### src/rtl/stack_ptr_unit.sv
// rtl/stack_ptr_unit.sv - stack-pointer controller with push/pop over a req/ack data-memory port
//
// Holds the stack pointer (grows downward by 4 bytes per word). A push writes
// push_data to sp-4 and then decrements sp. A pop reads from sp and then
// increments sp. A push at SP_LIMIT is rejected with ovf. A pop at SP_INIT is
// rejected with unf.
//
// Ports:
//   clk, rst          clock, synchronous active-high reset
//   push, pop         command requests, sampled only in IDLE (push has priority)
//   push_data         word written by a push
//   sp                current stack pointer
//   busy              accepted operation in progress
//   done, ovf, unf    one-cycle completion / rejection pulses
//   pop_data          last successfully popped word
//   mem_req, mem_we   memory request and direction (1 = write)
//   mem_addr          memory address
//   mem_wdata         memory write data
//   mem_ack           memory acknowledge
//   mem_rdata         memory read data, valid with mem_ack on a read
module stack_ptr_unit #(
  parameter int             N        = 32,
  parameter logic [N-1:0]   SP_INIT  = 32'h0000_0100,
  parameter logic [N-1:0]   SP_LIMIT = 32'h0000_00F8
) (
  input  logic         clk,
  input  logic         rst,
  input  logic         push,
  input  logic         pop,
  input  logic [N-1:0] push_data,
  output logic [N-1:0] sp,
  output logic         busy,
  output logic         done,
  output logic         ovf,
  output logic         unf,
  output logic [N-1:0] pop_data,
  output logic         mem_req,
  output logic         mem_we,
  output logic [N-1:0] mem_addr,
  output logic [N-1:0] mem_wdata,
  input  logic         mem_ack,
  input  logic [N-1:0] mem_rdata
);

  typedef enum logic [1:0] {
    IDLE = 2'd0,
    PUSH = 2'd1,
    POP  = 2'd2
  } state_t;

  localparam logic [N-1:0] WORD_BYTES = N'(4);

  state_t state;

  always_ff @(posedge clk) begin
    if (rst) begin
      state     <= IDLE;
      sp        <= SP_INIT;
      busy      <= 1'b0;
      done      <= 1'b0;
      ovf       <= 1'b0;
      unf       <= 1'b0;
      pop_data  <= '0;
      mem_req   <= 1'b0;
      mem_we    <= 1'b0;
      mem_addr  <= '0;
      mem_wdata <= '0;
    end else begin
      // Pulses default low; they are raised for exactly one cycle below.
      done <= 1'b0;
      ovf  <= 1'b0;
      unf  <= 1'b0;

      case (state)
        IDLE: begin
          if (push) begin
            if (sp == SP_LIMIT) begin
              // Stack full: answer immediately, no memory traffic.
              done <= 1'b1;
              ovf  <= 1'b1;
            end else begin
              state     <= PUSH;
              busy      <= 1'b1;
              mem_req   <= 1'b1;
              mem_we    <= 1'b1;
              mem_addr  <= sp - WORD_BYTES;
              mem_wdata <= push_data;
            end
          end else if (pop) begin
            if (sp == SP_INIT) begin
              // Stack empty: answer immediately, no memory traffic.
              done <= 1'b1;
              unf  <= 1'b1;
            end else begin
              state    <= POP;
              busy     <= 1'b1;
              mem_req  <= 1'b1;
              mem_we   <= 1'b0;
              mem_addr <= sp;
            end
          end
        end

        PUSH: begin
          // Request fields stay frozen until the ack is seen.
          if (mem_ack) begin
            sp      <= sp - WORD_BYTES;
            state   <= IDLE;
            busy    <= 1'b0;
            done    <= 1'b1;
            mem_req <= 1'b0;
            mem_we  <= 1'b0;
          end
        end

        POP: begin
          if (mem_ack) begin
            sp       <= sp + WORD_BYTES;
            pop_data <= mem_rdata;
            state    <= IDLE;
            busy     <= 1'b0;
            done     <= 1'b1;
            mem_req  <= 1'b0;
          end
        end

        default: begin
          state   <= IDLE;
          busy    <= 1'b0;
          mem_req <= 1'b0;
        end
      endcase
    end
  end

endmodule

### config.mk
export PLATFORM = sky130hd
export DESIGN_NAME = stack_ptr_unit
export DESIGN_NICKNAME = d
export VERILOG_FILES = /design/src/rtl/stack_ptr_unit.sv
export SDC_FILE = /design/constraint.sdc
export NUM_CORES = 1
export LEC_CHECK = 0
export ABC_AREA = 1
export CAP_MARGIN = 20
export CORE_ASPECT_RATIO = 0.7
export CORE_UTILIZATION = 44
export CTS_CLUSTER_SIZE = 8
export DETAILED_ROUTE_END_ITERATION = 10
export HOLD_SLACK_MARGIN = 0.05
export MAX_ROUTING_LAYER = met4
export PLACE_DENSITY = 0.77
export SLEW_MARGIN = 20
export SYNTH_ARGS = -nofsm -noshare
export SYNTH_HDL_FRONTEND = slang
export SYNTH_SLANG_ARGS = --single-unit
### constraint.sdc
create_clock -name clk -period 1.95 [get_ports clk]
set_clock_uncertainty 0.2 [all_clocks]
set_input_delay 0.39 -clock clk [delete_from_list [all_inputs] [get_ports clk]]
set_output_delay 0.39 -clock clk [all_outputs]
set_load 0.05 [all_outputs]
### Word level (Yosys, flattened, before mapping)

Cells that the tools add are included.

* bits of input ports: 69
* output and inout bits: 134
* bits in registers: 135

* $add $sub $neg: 2
* reductions and logical operators: 13
* bitwise operators: 3
* eq/ne operators: 12
* muxes and demuxes: 29

Operators by type and width (number)
* 2-to-1 mux 32 bit: 6
* one-hot mux 32 bit (2 select lines): 1
* adder 32 x 3 -> 32 bit, second input constant: 1
* equality test 32 x 8 -> 1 bit, second input constant: 1
* equality test 32 x 9 -> 1 bit, second input constant: 1
* subtractor 32 x 3 -> 32 bit, second input constant: 1
* 2-to-1 mux 1 bit: 13
* 2-to-1 mux 2 bit: 5
* != test 3 bit, second input constant: 3
* != test 2 bit, second input constant: 4
* AND reduction 4 bit: 2
* one-hot mux 1 bit (2 select lines): 3
* AND reduction 3 bit: 2
* nonzero test 2 bit: 3
* OR reduction 3 bit: 2
* AND reduction 5 bit: 1
* one-hot mux 2 bit (2 select lines): 1
* NOT 1 bit: 3
* equality test 2 x 1 -> 1 bit, second input constant: 1
* equality test 2 bit, second input constant: 1
* logical NOT 2 bit: 1
* != test 2 x 1 -> 1 bit, second input constant: 1
* AND reduction 2 bit: 1
* OR reduction 2 bit: 1

### Depth between registers and ports, before layout

* depth after elaboration: 5
* gate-level depth with buffers: 13
* gate-level depth less buffers: 12

### Worst setup path after synthesis

Ideal clock, no wire load.

* path type: register to register
* start point: reg sp[2]
* end point: reg mem_addr[31]
* data arrival time: 2.050 ns
* clock period less this slack: 2.366 ns
* slack: -0.416 ns
* cell stages (with the launch flop): 13
* library setup time: 0.116 ns
* data required time: 1.634 ns
* cells stage by stage: dfxtp_1 -> buf_2 -> inv_1 -> ha_1 -> nand2_2 -> nor2_4 -> nand4_4 -> nor2_2 -> nor2_4 -> buf_6 -> nand2_1 -> nor2_1 -> nor2_1

* longest elaborated chain between the ends: 3

RTL lines
* start, declared: RTL line 31 `output logic [N-1:0] sp,`
* start signal, assigned: RTL line 107 `sp <= sp - WORD_BYTES;`
* start signal, assigned: RTL line 118 `sp <= sp + WORD_BYTES;`
* subtractor 32 x 3 -> 32 bit, or another cell as far along: RTL line 86 `mem_addr <= sp - WORD_BYTES;`
* 2-to-1 mux 32 bit or != test 2 bit (tied branches)
* 2-to-1 mux 32 bit or AND reduction 4 bit (tied branches)
* end signal, assigned: RTL line 86
* end signal, assigned: RTL line 99 `mem_addr <= sp;`
* end, declared: RTL line 39 `output logic [N-1:0] mem_addr,`

Several ways; a longest one is shown, not always the timed one. The select of a mux whose other input is x is not followed.
A chain may end at the register's enable or synchronous reset.

### Final worst setup path

* start point: reg sp[3]
* end point: reg sp[22]

* longest elaborated chain between the ends: 3

RTL lines
* adder 32 x 3 -> 32 bit or subtractor 32 x 3 -> 32 bit (tied branches): RTL line 118, 107
* 2-to-1 mux 32 bit (on tied branches): RTL line 117, 106
* one-hot mux 32 bit (2 select lines) (*): RTL line 74 `case (state)`

Mark *: on every way between the ends. The rest lies on a longest branch, timed or not. The select of a mux whose other input is x is not followed.

==> out/metrics.yaml <==
grt_pass1_vias: 7793
clock-root-buffer: "clkbuf_16"
synth_common_cells: "260 x nor2_1, 245 x nand2_1, 131 x dfxtp_1"
p_total_mw: 20.3
synth_seq_area_share_pct: 35.4
antenna_cells: 0
switching_share_pct: 51.3
routabilityCongestion: 0.994
yosys.area.top_type: "dfxtp_1"
vias_per_cell: 5.25
wl_um: 26500
setup_viol: 1
cts_hold_buf: 0
grt_usage_pct: 30.5
dieArea_um2: 17400
synth-compound-area-share_pct: 13.8
hold_class: "flip-flop to flip-flop"
final.min_clock_period_ps: 1950
synth_top_family_by_area: "simple AND/OR/NAND/NOR gates"
design.portCount: 203
synthArstFlopShare_pct: 0
synthMuxAreaShare_pct: 0
clkTransAtPathRegs_ps: 60
path_class: "flip-flop to flip-flop"
p_per_area_nw_per_um2: 1800
place_area_um2: 10200
grt_pass1_wl_um: 40300
drt_first_pass_iters: 7
grt-ovfl-total: 0
end_kind: "flip-flop"
ys_types: 38
clkPwrFrac_pct: 15.7
synthTopCellsByArea: "dfxtp_1 35%, nor2_1 13%, nand2_1 12%"
synth-seq-cells: 131
chipWidth_um: 157
synthSimpleGateAreaFrac_pct: 37.6
rsz0062_at_grt: "true"
dpl.hpwl_um: 18200
final_nets: 1482
finalNonFillerCells: 1644
cap_violations: 0
die_y_um: 111
final_area_um2: 11300
slew_violations: 0
syn2layout_area_growth_pct: 52.7
synth_fa_ha_area_share_pct: 1.18
cts_tree: "built"
htree_levels: 4
num_rows: 39
irDropWorstVdd_v: 0.00105
crit_fanout: 8
wl_per_cell_um: 16.1
layout-drive-gt1-share_pct: 31.3
cts_inserted_buffers: 17
combPwrFrac_pct: 62.7
synth_edf_count: 0
critPathLaunchType: "flip-flop"
clock_path_buffers: 2
antenna_found_initial: 0
clkSinkCount: 131
crit_required_ps: 2060
p_sw_mw: 10.4
p_int_mw: 9.91
holdWs_ps: 274
post-route-drc-count: 0
ant_nets: 0
yosys.area.top_type_share_pct: 35.4
yosysMostFrequentCell: "nor2_1"
placed_cells: 1593
synthXorXnorAreaFrac_pct: 2.60
synthFlopType: "dfxtp_1"
syn_area_per_cell_um2: 6.49
drt_iter0_markers: 808
design.core.area_um2: 16400
synth_cells: 1141
p_leak_nw: 4.95
fmax_mhz: 512
syn_area_um2: 7410
outcome: "complete, but fails checks"
portBuffers: 198
violations: "negative setup slack"
start_util_pct: 45.2
p_seq_share_pct: 21.6
clk_latency_ps: 420
vias: 8635
yosys_warnings: 0
finalHoldViolCount: 0
fin_crit_sh_pct: 100
grt_max_degree: 48
finalWorstSetupSlack_ps: -4.96
worstPathArrival_ps: 2060
## final timing paths
path / from / to / slack, ps / cells after the start
max reg2reg: sp[3] / sp[22] / -5 / 9
max: sp[3] / sp[22] / -5 / 9
min: mem_addr[4] / mem_addr[4] / 270 / 2
min reg2reg: mem_addr[4] / mem_addr[4] / 270 / 2
## cell usage in the layout, fill, tap and decap left out, types with 14 or more instances in the layout
cell type        instances
inv_1                   61
nand3_1                 60
nor2_4                  28
nand2_1                231
dfxtp_2                 14
o21ai_1                 27
nor2_2                  22
buf_12                  35
o21ai_0                 98
clkbuf_16               17
nor2_1                 232
nand2_2                 32
dfxtp_4                 14
dfxtp_1                103
a21oi_1                 39
buf_4                  207
xor2_1                  17
clkdlybuf4s50_1         68
## cell type report
type | instances | area (um^2)
timing repair buffer | 313 | 2970
tap | 225 | 282
inverter | 78 | 298
multi-input combinational | 865 | 4500
clock buffer | 18 | 429
fill | 1337 | 5080
sequential | 131 | 2690
clock inverter | 14 | 144
## routing by layer
| metal | GRT usage (%) | share of wire, % |
|---|---|---|
| met1 | 41.6 | 45 |
| met2 | 43.2 | 42 |
| met3 | 8.75 | 10 |
| met4 | 9.32 | 2.4 |
| met5 | - | 0 |
## through the flow
step           TNS (ps)  util [%]  worst slack [ps]
2_1_floorplan         0         -              4.25
3_3_place_gp      -6100      62.1              -218
3_5_place_dp      -7940      62.1              -250
4_1_cts               0      65.9              8.66
5_1_grt           -3230      69.0              -121
6_report          -4.96      69.0             -4.96
## power by group through the flow
stage | clock network [mW] | logic (mW) | registers (mW)
after floorplan | 0 | 5.25 | 6.75
after global placement | 0 | 11.5 | 4.33
after detailed placement | 0 | 11.6 | 4.33
after CTS | 3.22 | 11.8 | 4.30
after global routing | 3.33 | 13.5 | 4.48
final | 3.19 | 12.8 | 4.39
## registers in the layout, summed over array words and instances (netlist names)
signal	flops
state	2
ovf	1
mem_addr	30
sp	30
mem_wdata	32
unf	1
pop_data	32
done	1
mem_we	1
mem_req	1
## cell families after synthesis
family | count (synthesis)
other | 1
flip-flops | 131
XOR/XNOR | 22
buffers and inverters | 151
AO/OA/AOI/OAI | 191
adder cells (fa/ha/maj) | 7
AND/OR/NAND/NOR | 638
## timing repair
item	CTS	global route
gates cloned	1	2
buffers inserted	0	16
pin swaps	3	22
resized for setup	12	103
endpoints found under the setup margin	60	65
hold endpoints to repair	0	0
## critical path, stage by stage, from the launching register on
cell and delay [ps]:
dfxtp_4 420, ha_4 160, inv_2 50, nor2_4 170, nand2_2 80, inv_2 60, nand4_1 180, xor2_2 250
a21oi_2 210, nor2_1 70
Note: power is estimated with default switching activity, not from simulation.
